$ cat src/rtl/sd_pkg.sv
// rtl/sd_pkg.sv - shared SD command sequencer constants, state encoding and frame helper
package sd_pkg;

    // FSM state encoding kept as plain constants so older tools and
    // netlist viewers see a fixed binary code
    localparam logic [2:0] ST_IDLE   = 3'd0;
    localparam logic [2:0] ST_WR_SET = 3'd1;
    localparam logic [2:0] ST_WR_STB = 3'd2;
    localparam logic [2:0] ST_WR_HLD = 3'd3;
    localparam logic [2:0] ST_WAIT   = 3'd4;
    localparam logic [2:0] ST_READ   = 3'd5;
    localparam logic [2:0] ST_FIN    = 3'd6;

    localparam logic [1:0] SD_START_BITS = 2'b01;
    localparam logic       SD_STOP_BIT   = 1'b1;
    localparam logic [7:0] SD_IDLE_BYTE  = 8'hFF;
    localparam int         R1_BUSY_BIT   = 7;

    // index of the last byte of the 6-byte command frame
    localparam logic [2:0] FRAME_LAST = 3'd5;

    typedef struct packed {
        logic [5:0]  index;
        logic [31:0] arg;
        logic [6:0]  crc;
    } sd_cmd_t;

    // Byte idx (0..5) of a command frame, MSB first on the wire
    function automatic logic [7:0] frame_byte(input sd_cmd_t c, input logic [2:0] idx);
        logic [7:0] b;
        case (idx)
            3'd0:    b = {SD_START_BITS, c.index};
            3'd1:    b = c.arg[31:24];
            3'd2:    b = c.arg[23:16];
            3'd3:    b = c.arg[15:8];
            3'd4:    b = c.arg[7:0];
            3'd5:    b = {c.crc, SD_STOP_BIT};
            default: b = SD_IDLE_BYTE;
        endcase
        return b;
    endfunction

endpackage

$ cat src/rtl/sync2.sv
// rtl/sync2.sv - two-flop synchroniser for a single asynchronous level
module sync2 #(
    parameter logic RESET_VAL = 1'b0
) (
    input  logic clk,
    input  logic rst,
    input  logic d,
    output logic q
);

    logic meta;

    // Two back-to-back flops give the first one a full cycle to settle
    always_ff @(posedge clk) begin
        if (rst) begin
            meta <= RESET_VAL;
            q    <= RESET_VAL;
        end else begin
            meta <= d;
            q    <= meta;
        end
    end

endmodule

$ cat src/rtl/sd_cmd_seq.sv
// rtl/sd_cmd_seq.sv - SD command frame sender and R1 poller over the SPI byte port
module sd_cmd_seq
    import sd_pkg::*;
#(
    parameter int POLL_MAX   = 8,
    parameter int RD_CYCLES  = 2,
    parameter int GAP_CYCLES = 2
) (
    input  logic        clk,
    input  logic        rst,
    input  logic        start,
    input  logic [5:0]  cmd_index,
    input  logic [31:0] arg,
    input  logic [6:0]  crc,
    input  logic        keep_cs,
    output logic        busy,
    output logic        done,
    output logic [7:0]  r1,
    output logic        timeout,
    output logic        card_n_cs,
    output logic [7:0]  spi_d_out,
    output logic        spi_d_drv,
    input  logic [7:0]  spi_d_in,
    output logic        spi_n_sel,
    output logic        spi_n_we,
    output logic        spi_n_oe,
    input  logic        spi_n_rdy
);

    localparam logic [7:0] POLL_LAST = 8'(POLL_MAX - 1);
    localparam logic [7:0] GAP_END   = 8'(GAP_CYCLES);
    localparam logic [7:0] RD_LAST   = 8'(RD_CYCLES - 1);

    logic [2:0] state;
    logic [2:0] byte_idx;
    logic [7:0] polls;
    logic [7:0] cnt;
    logic       is_poll;
    logic       keep_l;
    sd_cmd_t    cmd_l;
    sd_cmd_t    cmd_in;
    logic       rdy_sync;
    logic       rdy_s;

    assign cmd_in = '{index: cmd_index, arg: arg, crc: crc};

    // n_rdy is driven by the port's own shifter clock domain
    sync2 #(.RESET_VAL(1'b0)) u_rdy_sync (
        .clk (clk),
        .rst (rst),
        .d   (spi_n_rdy),
        .q   (rdy_sync)
    );

    // rdy_s high means the port has finished shifting the last byte
    assign rdy_s = ~rdy_sync;

    // Sequencer: every port strobe is a registered output updated on the
    // transition into the state that owns it, so strobes never glitch
    always_ff @(posedge clk) begin
        if (rst) begin
            state     <= ST_IDLE;
            byte_idx  <= 3'd0;
            polls     <= 8'd0;
            cnt       <= 8'd0;
            is_poll   <= 1'b0;
            keep_l    <= 1'b0;
            cmd_l     <= '0;
            busy      <= 1'b0;
            done      <= 1'b0;
            r1        <= SD_IDLE_BYTE;
            timeout   <= 1'b0;
            card_n_cs <= 1'b1;
            spi_d_out <= 8'h00;
            spi_d_drv <= 1'b0;
            spi_n_sel <= 1'b1;
            spi_n_we  <= 1'b1;
            spi_n_oe  <= 1'b1;
        end else begin
            done <= 1'b0;
            case (state)
                ST_IDLE: begin
                    if (start) begin
                        // command fields are latched so the CPU may change them mid-frame
                        cmd_l     <= cmd_in;
                        keep_l    <= keep_cs;
                        card_n_cs <= 1'b0;
                        busy      <= 1'b1;
                        byte_idx  <= 3'd0;
                        polls     <= 8'd0;
                        timeout   <= 1'b0;
                        is_poll   <= 1'b0;
                        spi_d_out <= frame_byte(cmd_in, 3'd0);
                        spi_d_drv <= 1'b1;
                        spi_n_sel <= 1'b0;
                        state     <= ST_WR_SET;
                    end
                end

                ST_WR_SET: begin
                    // data has been stable on the bus for one clock before the strobe
                    spi_n_we <= 1'b0;
                    state    <= ST_WR_STB;
                end

                ST_WR_STB: begin
                    // port latches on this rising edge; bus stays driven one more clock
                    spi_n_we <= 1'b1;
                    state    <= ST_WR_HLD;
                end

                ST_WR_HLD: begin
                    spi_d_drv <= 1'b0;
                    cnt       <= 8'd0;
                    state     <= ST_WAIT;
                end

                ST_WAIT: begin
                    // the gap covers the port's latency in raising n_rdy after the strobe
                    if (cnt != GAP_END) begin
                        cnt <= cnt + 8'd1;
                    end else if (rdy_s) begin
                        if (!is_poll && byte_idx != FRAME_LAST) begin
                            byte_idx  <= byte_idx + 3'd1;
                            spi_d_out <= frame_byte(cmd_l, byte_idx + 3'd1);
                            spi_d_drv <= 1'b1;
                            state     <= ST_WR_SET;
                        end else begin
                            spi_n_oe <= 1'b0;
                            cnt      <= 8'd0;
                            state    <= ST_READ;
                        end
                    end
                end

                ST_READ: begin
                    if (cnt != RD_LAST) begin
                        cnt <= cnt + 8'd1;
                    end else begin
                        spi_n_oe <= 1'b1;
                        if (!is_poll) begin
                            // byte clocked in during the CRC byte is never an R1
                            is_poll   <= 1'b1;
                            spi_d_out <= SD_IDLE_BYTE;
                            spi_d_drv <= 1'b1;
                            state     <= ST_WR_SET;
                        end else if (!spi_d_in[R1_BUSY_BIT]) begin
                            r1        <= spi_d_in;
                            spi_n_sel <= 1'b1;
                            card_n_cs <= ~keep_l;
                            done      <= 1'b1;
                            busy      <= 1'b0;
                            state     <= ST_FIN;
                        end else if (polls == POLL_LAST) begin
                            r1        <= SD_IDLE_BYTE;
                            timeout   <= 1'b1;
                            spi_n_sel <= 1'b1;
                            card_n_cs <= ~keep_l;
                            done      <= 1'b1;
                            busy      <= 1'b0;
                            state     <= ST_FIN;
                        end else begin
                            polls     <= polls + 8'd1;
                            spi_d_out <= SD_IDLE_BYTE;
                            spi_d_drv <= 1'b1;
                            state     <= ST_WR_SET;
                        end
                    end
                end

                ST_FIN: begin
                    state <= ST_IDLE;
                end

                default: begin
                    state <= ST_IDLE;
                end
            endcase
        end
    end

endmodule

$ cat config.mk
export PLATFORM = sky130hd
export DESIGN_NAME = sd_cmd_seq
export DESIGN_NICKNAME = d
export VERILOG_FILES = /design/src/rtl/sd_pkg.sv /design/src/rtl/sync2.sv /design/src/rtl/sd_cmd_seq.sv
export SDC_FILE = /design/constraint.sdc
export NUM_CORES = 1
export LEC_CHECK = 0
export CORE_MARGIN = 2
export CORE_UTILIZATION = 40
export CTS_BUF_LIST = sky130_fd_sc_hd__clkbuf_8 sky130_fd_sc_hd__clkbuf_16
export DETAILED_ROUTE_END_ITERATION = 10
export SLEW_MARGIN = 10
export SYNTH_ARGS = -nofsm -noshare
export SYNTH_HDL_FRONTEND = slang
export SYNTH_SLANG_ARGS = --single-unit
export TNS_END_PERCENT = 20
$ cat constraint.sdc
create_clock -name clk -period 3.25 [get_ports clk]
set_input_delay 0.4875 -clock clk [delete_from_list [all_inputs] [get_ports clk]]
set_output_delay 0.4875 -clock clk [all_outputs]
set_load 0.005 [all_outputs]
==> results.md <==
- The run finished with clean final reports.
- The clock drives 95 sinks.
- The fraction of registers with async set or reset after synthesis is 0.
- The routed design could run at a clock period as short as 2600 ps.
- The count of nets left with antenna violations once routing finished came out at 0.
- The total congestion overflow is 0.
- The startpoint kind of the worst setup timing path is a register.
- The core region is 0.0108 mm^2.
- Clock tree synthesis selected as its root buffer the cell clkbuf_8.
- After detailed routing, the average wire length per cell comes to 15.1 um.
- The chip width is 109 um.
- The global-route usage over all layers is 0.194.
- The sequential cell area fraction in the yosys report is 0.430.
- The later-pin clock latency in the skew report is 370 ps.
- The slew of the pin with the lowest slew margin is 741 ps.
- The number of different library cells used by synthesis comes to 60.
- The number of synthesized flops with an enable pin is 0.
- In this run the critical register-to-register path is launched from byte_idx[0]$_SDFFE_PP0P_.
- The last weighted congestion value of the routability-driven placer is 0.868.
- The top-level I/O count is 82.
- The top cell types in the final layout, fill and taps aside, are nand2_1, dfxtp_1, clkdlybuf4s50_1.
- The biggest area consumer among synthesized cells is dfxtp_1.
- The first global-routing pass estimated 17,900 um of wire.
- Along the worst path, the maximum fanout reaches 9.
- Setup violations remaining at the end of the flow were counted as 0.
- From bottom edge to top edge, the die measures 109 um.
- Counting cells, the worst reg-to-reg path comes to 7.
- The worst-case IR drop observed on VDD is 0.258 mV.
- The final wirelength is 11,200 um.
- In the final layout, the share of cells above drive strength 1 is 0.0861.
- Along the worst hold path, the cell count comes to 1.
- The routed layout has 3,980 vias.
- The layout net count is 666.
- Headroom to the max-slew limit came out at 0.503.
- The synthesized design contains 95 register bits.
- Fill cells in the final layout number 1,071.
- The worst hold path terminates at u_rdy_sync.q$_SDFF_PP0_.
- The clock transition at the register clock pins on the worst setup and hold paths after CTS is 90 ps.
- Data on the critical path arrives at its endpoint at 2860 ps.
- After clock tree synthesis, the flow added hold-fix buffers numbering 0.
- The number of cells upsized or downsized after cts is 0.
- The kind of capture point of the worst setup path is a register.
- From synthesis to final layout, the design area changed by 23.1%.
- For this configuration, the core starts out at a cell density of 0.409.
- TritonCTS built the clock tree.
- Synthesis produced a netlist with a net count of 600.
- After synthesis, the mean cell area works out to 8.29 um^2.
- The initialized floorplan defines 38 standard-cell rows.
- The final hold violation count is 0.
- The flop-to-flop setup slack is 650 ps.
- The number of buffers inserted to repair setup after CTS is 0.
- The instance count after placement with tap cells included is 728.
- The analysis attributes to cell leakage a power of 1.99 nW.
- The number of antenna violations at the first check in global routing is 0.
- In this run the worst hold path is classified as register to register.
- The number of pins exceeding their max-slew limit in the final report is 0.
- The finished layout holds 744 standard cells, fillers aside.
- The number of global-route vias before repair came to 3,639.
- Ranked by total cell area, the synthesized netlist is headed by dfxtp_1, nand2_1, a21oi_1.
- The port buffer count is 81.
- The total negative slack is 0 ps.
- Setup repair after global routing left no endpoint under its margin.
- The category of the most critical setup path is register to register.
- The instance count of the mapped netlist is 533.
- 0 antenna diodes ended up in the layout.
- CTS built an H-tree with a depth of 3.
- The length of the first detailed-routing pass in iterations is 5.
- In this run the most critical hold path is launched from u_rdy_sync.meta$_SDFF_PP0_.
- The cell area that synthesis handed to floorplanning was 0.00442 mm^2.
- The share of synthesized area in the top cell type comes to 0.430.
- The maximum operating frequency is 385 MHz.
- The library cell used most frequently in the layout, excluding fill and tap cells, is nand2_1.
- The total of max-cap violations is 0.
- The initial detailed-routing violation count is 233.
- Dividing the final minimum period by the clock period gives 0.800.
- The floorplan step defined a die boundary enclosing 0.0119 mm^2.
- The vias per cell is 5.35.
- For this run, the number of Yosys warnings is 0.
- The endpoint identified for the worst register-to-register timing path is spi_d_out[3]$_SDFFE_PP0P_.
- The number of buffers created by CTS is 9.
- The half-perimeter wire length after detailed placement is 7990 um.
- For this run, design rule violations remaining after detail routing come to 0.
- The required time reported for the critical path endpoint is 3510 ps.
- In this run the power density over the cells is 447 mW/mm^2.
- The largest net degree at the start of global routing is 67.
- The predominant post-synthesis flop cell is dfxtp_1.
- The maximum clock skew at final layout is 9.11 ps.
- The clock passes through at most 2 buffers.
## per-stage QoR
stage	total power [mW]	hold slack (ps)	utilization	setup WS [ps]	cell area, um^2
global route	2.56	461	0.504	392	5440
detailed placement	1.73	427	0.487	659	5260
floorplan	1.56	414	-	950	4420
CTS	2.47	451	0.504	645	5440
global placement	1.72	423	0.487	768	5260
finish	2.43	448	0.504	651	5440
## critical path: stages (launching register included)
cell      delay [ps]
dfxtp_1          360
ha_1             280
xnor2_1          610
buf_4            290
mux2_2           340
a221oi_1         240
a21oi_1          110
mux2_2           260
## final cells by class
| type | instances | area [um^2] | share of cell area |
|---|---|---|---|
| inverters | 7 | 26.3 | 0.00483 |
| multi-input cells | 399 | 2300 | 0.423 |
| clock buffers | 10 | 138 | 0.0253 |
| repair buffers | 87 | 851 | 0.156 |
| well taps | 140 | 175 | 0.0322 |
| clock inverters | 6 | 43.8 | 0.00805 |
| flip-flops and latches | 95 | 1900 | 0.350 |
## state kept, by name, indices dropped and copies added (netlist names)
signal,flops
spi_d_drv,1
spi_n_we,1
busy,1
is_poll,1
cmd_l,45
u_rdy_sync.q,1
r1,8
spi_d_out,8
timeout,1
spi_n_oe,1
spi_n_sel,1
byte_idx,3
card_n_cs,1
keep_l,1
polls,8
done,1
state,3
cnt,8
u_rdy_sync.meta,1
## per-layer routing
| metal | part of all wire | GRT usage |
|---|---|---|
| met5 | 0 | 0 |
| met4 | 0.011 | 0.0714 |
| met3 | 0.043 | 0.0347 |
| met2 | 0.48 | 0.318 |
| met1 | 0.47 | 0.254 |
## Yosys cell counts (3+ instances only)
master and number:
a221oi_1 6, nor2_1 32, xnor2_1 3, dfxtp_1 95, mux2_2 13, or4_1 4
clkbuf_8 5, nor2b_1 10, a31oi_1 4, and2_1 3, nor3_1 10, nand4_1 3
a22oi_1 10, inv_1 7, or3_2 3, nor4_1 3, a211oi_1 4, xor2_1 3
o31ai_1 3, nand3_1 11, mux2i_1 5, nand2_1 110, o21ai_0 31, ha_1 9
a21oi_1 76, clkbuf_1 22, or3_1 4
## kinds of logic (layout without fill, tap and decap cells)
group	after synthesis	in the layout	share of synthesized area
fa+ha+maj	9	9	0.0255
xor+xnor	6	6	0.0119
mux	18	18	0.0445
simple gates	214	214	0.233
compound gates	152	152	0.207
flops	95	95	0.430
buf+inv	39	110	0.0484
## power breakdown
part / switching, mW / leakage [nW] / internal [mW]
sequential: 0.0648 / 0.776 / 1.24
clock: 0.429 / 0.0988 / 0.305
combinational: 0.196 / 1.12 / 0.197
## worst max-delay path by stage
stage | startpoint | endpoint | cells past startpoint
2_1_floorplan | byte_idx[0]$_SDFFE_PP0P_ | spi_d_out[3]$_SDFFE_PP0P_ | 7
5_1_grt | byte_idx[0]$_SDFFE_PP0P_ | spi_d_out[5]$_SDFFE_PP0P_ | 7
4_1_cts | byte_idx[0]$_SDFFE_PP0P_ | spi_d_out[3]$_SDFFE_PP0P_ | 7
3_5_place_dp | byte_idx[0]$_SDFFE_PP0P_ | spi_d_out[5]$_SDFFE_PP0P_ | 7
3_3_place_gp | byte_idx[0]$_SDFFE_PP0P_ | spi_d_out[3]$_SDFFE_PP0P_ | 7
6_report | byte_idx[0]$_SDFFE_PP0P_ | spi_d_out[3]$_SDFFE_PP0P_ | 7
Note: power is estimated with default switching activity, not from simulation.
